==> config.mk <==
export PLATFORM = sky130hd
export DESIGN_NAME = icache_controller
export DESIGN_NICKNAME = d
export VERILOG_FILES = /design/src/rtl/icache_controller.sv
export SDC_FILE = /design/constraint.sdc
export NUM_CORES = 2
export LEC_CHECK = 0
export BUFFER_PORTS_ARGS = -buffer_cell sky130_fd_sc_hd__buf_2
export CAP_MARGIN = 25
export CORE_MARGIN = 2
export CORE_UTILIZATION = 45
export CTS_BUF_LIST = sky130_fd_sc_hd__clkbuf_4 sky130_fd_sc_hd__clkbuf_8 sky130_fd_sc_hd__clkbuf_16
export DETAILED_ROUTE_END_ITERATION = 10
export SLEW_MARGIN = 10
export SYNTH_ARGS = -nofsm -noshare
export SYNTH_HDL_FRONTEND = slang
export SYNTH_SLANG_ARGS = --single-unit
export TNS_END_PERCENT = 20
==> constraint.sdc <==
create_clock -name clk_in -period 6.8 [get_ports clk_in]
set_clock_uncertainty 0.15 [all_clocks]
set_input_delay 0 -clock clk_in [delete_from_list [all_inputs] [get_ports clk_in]]
set_output_delay 0 -clock clk_in [all_outputs]
set_load 0.03 [all_outputs]
==> src/rtl/icache_controller.sv <==
// rtl/icache_controller.sv - direct-mapped one-word-per-line instruction cache
//
// Serves fetch hits in one cycle from registered storage. On a miss it issues
// one word request to the memory controller, installs the returned word and
// forwards it to fetch if the same PC is still being requested.
//
// Ports:
//   clk_in, rst_in        clock, asynchronous active-high reset
//   rdy_in                global run enable (0 = pause)
//   clear_en              invalidate all lines (fence.i / flush)
//   fetch_en, fetch_addr  fetch request (level) and PC
//   fetch_ready           one-cycle pulse, fetch_data valid for fetch_addr
//   fetch_data            instruction word
//   mem_query_en          block request to memory controller (level)
//   mem_addr              word-aligned block address
//   mem_block_en          memory controller block-done pulse
//   mem_block_data        fetched word
module icache_controller #(
  parameter int INDEX_BITS = 6,
  parameter int ADDR_WIDTH = 32
) (
  input  logic                  clk_in,
  input  logic                  rst_in,
  input  logic                  rdy_in,
  input  logic                  clear_en,
  input  logic                  fetch_en,
  input  logic [ADDR_WIDTH-1:0] fetch_addr,
  output logic                  fetch_ready,
  output logic [31:0]           fetch_data,
  output logic                  mem_query_en,
  output logic [ADDR_WIDTH-1:0] mem_addr,
  input  logic                  mem_block_en,
  input  logic [31:0]           mem_block_data
);

  localparam int LINES     = 1 << INDEX_BITS;
  localparam int TAG_BITS  = ADDR_WIDTH - INDEX_BITS - 2;

  localparam logic [0:0] IDLE = 1'b0;
  localparam logic [0:0] WAIT = 1'b1;

  logic [0:0]            state;
  logic [LINES-1:0]      valid;
  logic                  discard;
  logic [ADDR_WIDTH-1:0] miss_addr;

  logic [31:0]           data_mem [LINES];
  logic [TAG_BITS-1:0]   tag_mem  [LINES];

  logic [INDEX_BITS-1:0] fetch_index;
  logic [TAG_BITS-1:0]   fetch_tag;
  logic [INDEX_BITS-1:0] miss_index;
  logic [TAG_BITS-1:0]   miss_tag;
  logic                  hit;
  logic                  refill_done;
  logic                  install;
  logic                  same_word;

  assign fetch_index = fetch_addr[INDEX_BITS+1:2];
  assign fetch_tag   = fetch_addr[ADDR_WIDTH-1:INDEX_BITS+2];
  assign miss_index  = miss_addr[INDEX_BITS+1:2];
  assign miss_tag    = miss_addr[ADDR_WIDTH-1:INDEX_BITS+2];

  assign hit         = valid[fetch_index] && (tag_mem[fetch_index] == fetch_tag);
  assign refill_done = rdy_in && (state == WAIT) && mem_block_en;
  // A clear requested during the refill (earlier or in this very cycle)
  // suppresses the install so stale code never lands after fence.i.
  assign install     = refill_done && !discard && !clear_en;
  assign same_word   = fetch_addr[ADDR_WIDTH-1:2] == miss_addr[ADDR_WIDTH-1:2];

  // Line payload carries no reset; its valid bit guards every use.
  always_ff @(posedge clk_in) begin
    if (install) begin
      data_mem[miss_index] <= mem_block_data;
      tag_mem[miss_index]  <= miss_tag;
    end
  end

  always_ff @(posedge clk_in or posedge rst_in) begin
    if (rst_in) begin
      state        <= IDLE;
      valid        <= '0;
      discard      <= 1'b0;
      miss_addr    <= '0;
      mem_query_en <= 1'b0;
      mem_addr     <= '0;
      fetch_ready  <= 1'b0;
      fetch_data   <= '0;
    end else if (!rdy_in) begin
      fetch_ready <= 1'b0;
    end else begin
      fetch_ready <= 1'b0;
      if (clear_en) begin
        valid <= '0;
      end
      case (state)
        IDLE: begin
          if (fetch_en && !clear_en) begin
            if (hit) begin
              fetch_ready <= 1'b1;
              fetch_data  <= data_mem[fetch_index];
            end else begin
              mem_query_en <= 1'b1;
              mem_addr     <= {fetch_addr[ADDR_WIDTH-1:2], 2'b00};
              miss_addr    <= fetch_addr;
              state        <= WAIT;
            end
          end
        end
        WAIT: begin
          if (mem_block_en) begin
            // The request cannot be cancelled, so the handshake always
            // completes here; discard only decides whether the word is kept.
            mem_query_en <= 1'b0;
            state        <= IDLE;
            discard      <= 1'b0;
            if (install) begin
              valid[miss_index] <= 1'b1;
              if (fetch_en && same_word) begin
                fetch_ready <= 1'b1;
                fetch_data  <= mem_block_data;
              end
            end
          end else if (clear_en) begin
            discard <= 1'b1;
          end
        end
        default: state <= IDLE;
      endcase
    end
  end

endmodule
==> results.py <==
metrics = {
    "floorplan": {
        "rows": 206,
        "core_um2": 315000,
        "io_pins": 136,
        "start_util_pct": 45.25,
        "die_y_um": 566.7,
        "dieArea_um2": 321200,
        "fp.dieW_um": 566.7,
    },
    "yosys": {
        "synthesis.area_um2": 142500,
        "async_flop_share_pct": 3.500,
        "synth_edf_count": 3584,
        "ys_seq_area_share_pct": 77.80,
        "synth-seq-cells": 3714,
        "ys.flop_type": "edfxtp_1",
        "syn_inst": 6032,
        "yosys_warnings": 0,
        "netlist_top_cells_area": "edfxtp_1 76%, mux4_2 16%, dfrtp_1 2.3%, mux2i_1 1.4%, a21o_1 0.34%",
        "ys_types": 70,
        "syn_avg_cell_area_um2": 23.63,
        "synth_area_leader_cell": "edfxtp_1",
        "synth_commonest_cells": "3584 x edfxtp_1, 1031 x mux4_2, 197 x mux2i_1",
        "synth.most_common_cell": "edfxtp_1",
        "yosys.area.top_type_share_pct": 75.52,
    },
    "critical_path": {
        "reg2reg_slack_ns": 0.71,
        "crit_arrival_ns": 7.28,
        "critPathBufInv": 7,
        "crit_path_cell_trace": "dlygate4sd3_1, buf_12, buf_4, mux4_2, mux2i_1, o22ai_1, a211oi_1, buf_4, xor2_1, nand2_1, or4_4, o31ai_4, dlygate4sd3_1, buf_12, mux2_2, dlygate4sd3_1",
        "worst_setup_path_end_kind": "flop",
        "cp_top_family": "buffers and inverters",
        "setup.worst_path.start_class": "primary input",
        "slowest_delay_ns": 0.87,
        "reg2reg_from": "tag_mem[1][22]$_DFFE_PP_",
        "crit_top_cell": "dlygate4sd3_1",
        "crit_type": "primary input to flop",
        "rr_worst_depth": 13,
        "reg2reg_to": "miss_addr[19]$_DFFE_PP0P_",
        "required_ns": 7.47,
        "worst_path_max_delay_cell": "dlygate4sd3_1",
        "path_max_fanout": 89,
    },
    "placement": {
        "place_hpwl_mm": 212.7,
        "io_buffers": 131,
        "place_area_um2": 150100,
        "dp_cells": 10241,
        "gp_congestion": 0.8085,
    },
    "drt": {
        "postRouteAntennaNets": 0,
        "drt-vias-per-instance": 6.329,
        "via_count": 70291,
        "drt_iter0_markers": 10608,
        "wl_mm": 415.3,
        "drt_pre_antenna_iters": 5,
        "post_drt_wl_per_cell_um": 37.39,
        "drcViolationCount": 0,
    },
    "sta": {
        "slew_headroom_pct": 22.83,
        "tns_ns": 0,
        "timing.final.crit_period_ns": 6.610,
        "slew_viol_final": 0,
        "hold_viol_final": 0,
        "tightest_slew_ns": 1.153,
        "min_period_over_period_pct": 97.20,
        "fmax_mhz": 151.3,
        "hold_slack_ns": 0.1367,
        "setup-violations-final": 0,
        "grt_setup_unrepaired": "no",
    },
    "finish": {
        "fin_nets": 6699,
        "area_growth_pct": 15.65,
        "drive_gt1_share_pct": 31.69,
        "final_area_um2": 164800,
        "instances_no_fill": 11107,
    },
    "cts": {
        "cts_max_level": 5,
        "clockBufferDepth": 4,
        "cts_root_buf": "clkbuf_16",
        "numCtsBuffers": 382,
        "cts_sinks": 3714,
        "clk_pin_slew_ns": 0.06,
        "cts_tree": "done",
        "clk_latency_ns": 0.96,
    },
    "global_routing": {
        "antenna_found_initial": 14,
        "grt_usage_pct": 25.56,
        "grt-ovfl-total": 0,
        "grt_pass1_wl_mm": 567.9,
        "grt_pass1_vias": 69797,
        "grt_max_degree": 101,
    },
    "power": {
        "p_leak_nw": 53.13,
        "ir_drop_mv": 0.2445,
        "power_density_nw_per_um2": 306.0,
        "finalPower_mw": 50.42,
    },
    "run": {
        "maxCapViolCount": 0,
    },
    "min_path": {
        "hp-class": "primary input to asynchronous set/reset pin",
    },
    "outcome": {
        "status": "completed",
    },
}
through the flow:
stage | worst slack [ns] | utilization [%]
2_1_floorplan | 2.183 | -
3_3_place_gp | 0.9484 | 47.62
3_5_place_dp | 1.108 | 47.67
4_1_cts | 0.3459 | 52.09
5_1_grt | 0.1268 | 52.32
6_report | 0.1903 | 52.32
tightest hold or removal path, stage by stage:
cell           delay, ns
dlygate4sd3_1       0.52
buf_2               0.11
dlygate4sd3_1       0.62
inv_8               0.48
layout by cell type (no fill, tap or decap), types with 26 or more instances in the layout:
cell type      Yosys  layout
a21o_1            64      64
a21oi_1           32      32
a22oi_1           52      52
buf_12             0      95
buf_2             95     127
buf_4             22     160
bufinv_16          0      31
clkbuf_16          0     384
clkbuf_4           0      89
clkinv_1           0      69
clkinv_2           0      67
dfrtp_1          130     105
dlygate4sd3_1      0     138
edfxtp_1        3584    3584
inv_1             38      33
mux2_2            42      42
mux2i_1          197     197
mux4_2          1031    1031
nand2_1           81      80
nor2_1           108      44
nor2_4             0      64
o22ai_1           40      40
xnor2_1           26      26
xor2_1            29      29
repair_timing:
item                                   4_1_cts  5_1_grt
setup buffers                                0        0
hold buffers                               120       18
endpoints found under the hold margin     2240      286
gates resized for setup                      0        0
flip-flops by register name, summed over array words and instances (netlist names):
name,cells
miss_addr,30
state,1
fetch_data,32
fetch_ready,1
tag_mem,1536
data_mem,2048
valid,64
discard,1
mem_query_en,1
worst max path at each step:
stage,depth (start not counted),startpoint,end
2_1_floorplan,6,state$_DFFE_PP0P_,data_mem[62][0]$_DFFE_PP_
3_3_place_gp,13,fetch_addr[4],fetch_data[15]$_DFFE_PP0P_
3_5_place_dp,13,fetch_addr[2],fetch_data[16]$_DFFE_PP0P_
4_1_cts,16,fetch_addr[2],miss_addr[19]$_DFFE_PP0P_
5_1_grt,16,fetch_addr[2],miss_addr[19]$_DFFE_PP0P_
6_report,16,fetch_addr[2],miss_addr[19]$_DFFE_PP0P_
area by class of cell:
cell class	instances	area [µm²]
clock buffer	489	10500
timing repair buffer	530	5358
antenna	8	20.02
clock inverter	205	2225
multi-input combinational	1963	30430
fill	24047	150200
tap	4160	5205
sequential	3714	110900
inverter	38	155.1
metal layers:
layer	routed length (µm)	vias up	global-route usage, %
li1	-	27080	-
met1	164200	38895	36.07
met2	202400	3658	41.39
met3	36570	650	4.365
met4	12150	8	7.047
met5	49	-	0
cells by family (layout without fill, tap and decap cells):
kind of cell,after synthesis,in the layout,synth area share [%]
AOI/OAI and AO/OA,304,304,1.519
xor gates and xnor gates,55,55,0.3380
buffers and inverters,356,1262,1.190
DFF,3714,3714,77.80
muxes,1275,1275,18.05
other,1,10,0.002631
and+or+nand+nor,327,327,1.098
where the power goes:
| group | switching, mW | leakage, nW | internal (mW) |
|---|---|---|---|
| Combinational | 2.21 | 13.0 | 1.11 |
| Sequential | 0.133 | 33.8 | 25.9 |
| Clock | 8.93 | 6.33 | 12.2 |
No activity file was read; power rests on OpenSTA's default activity.
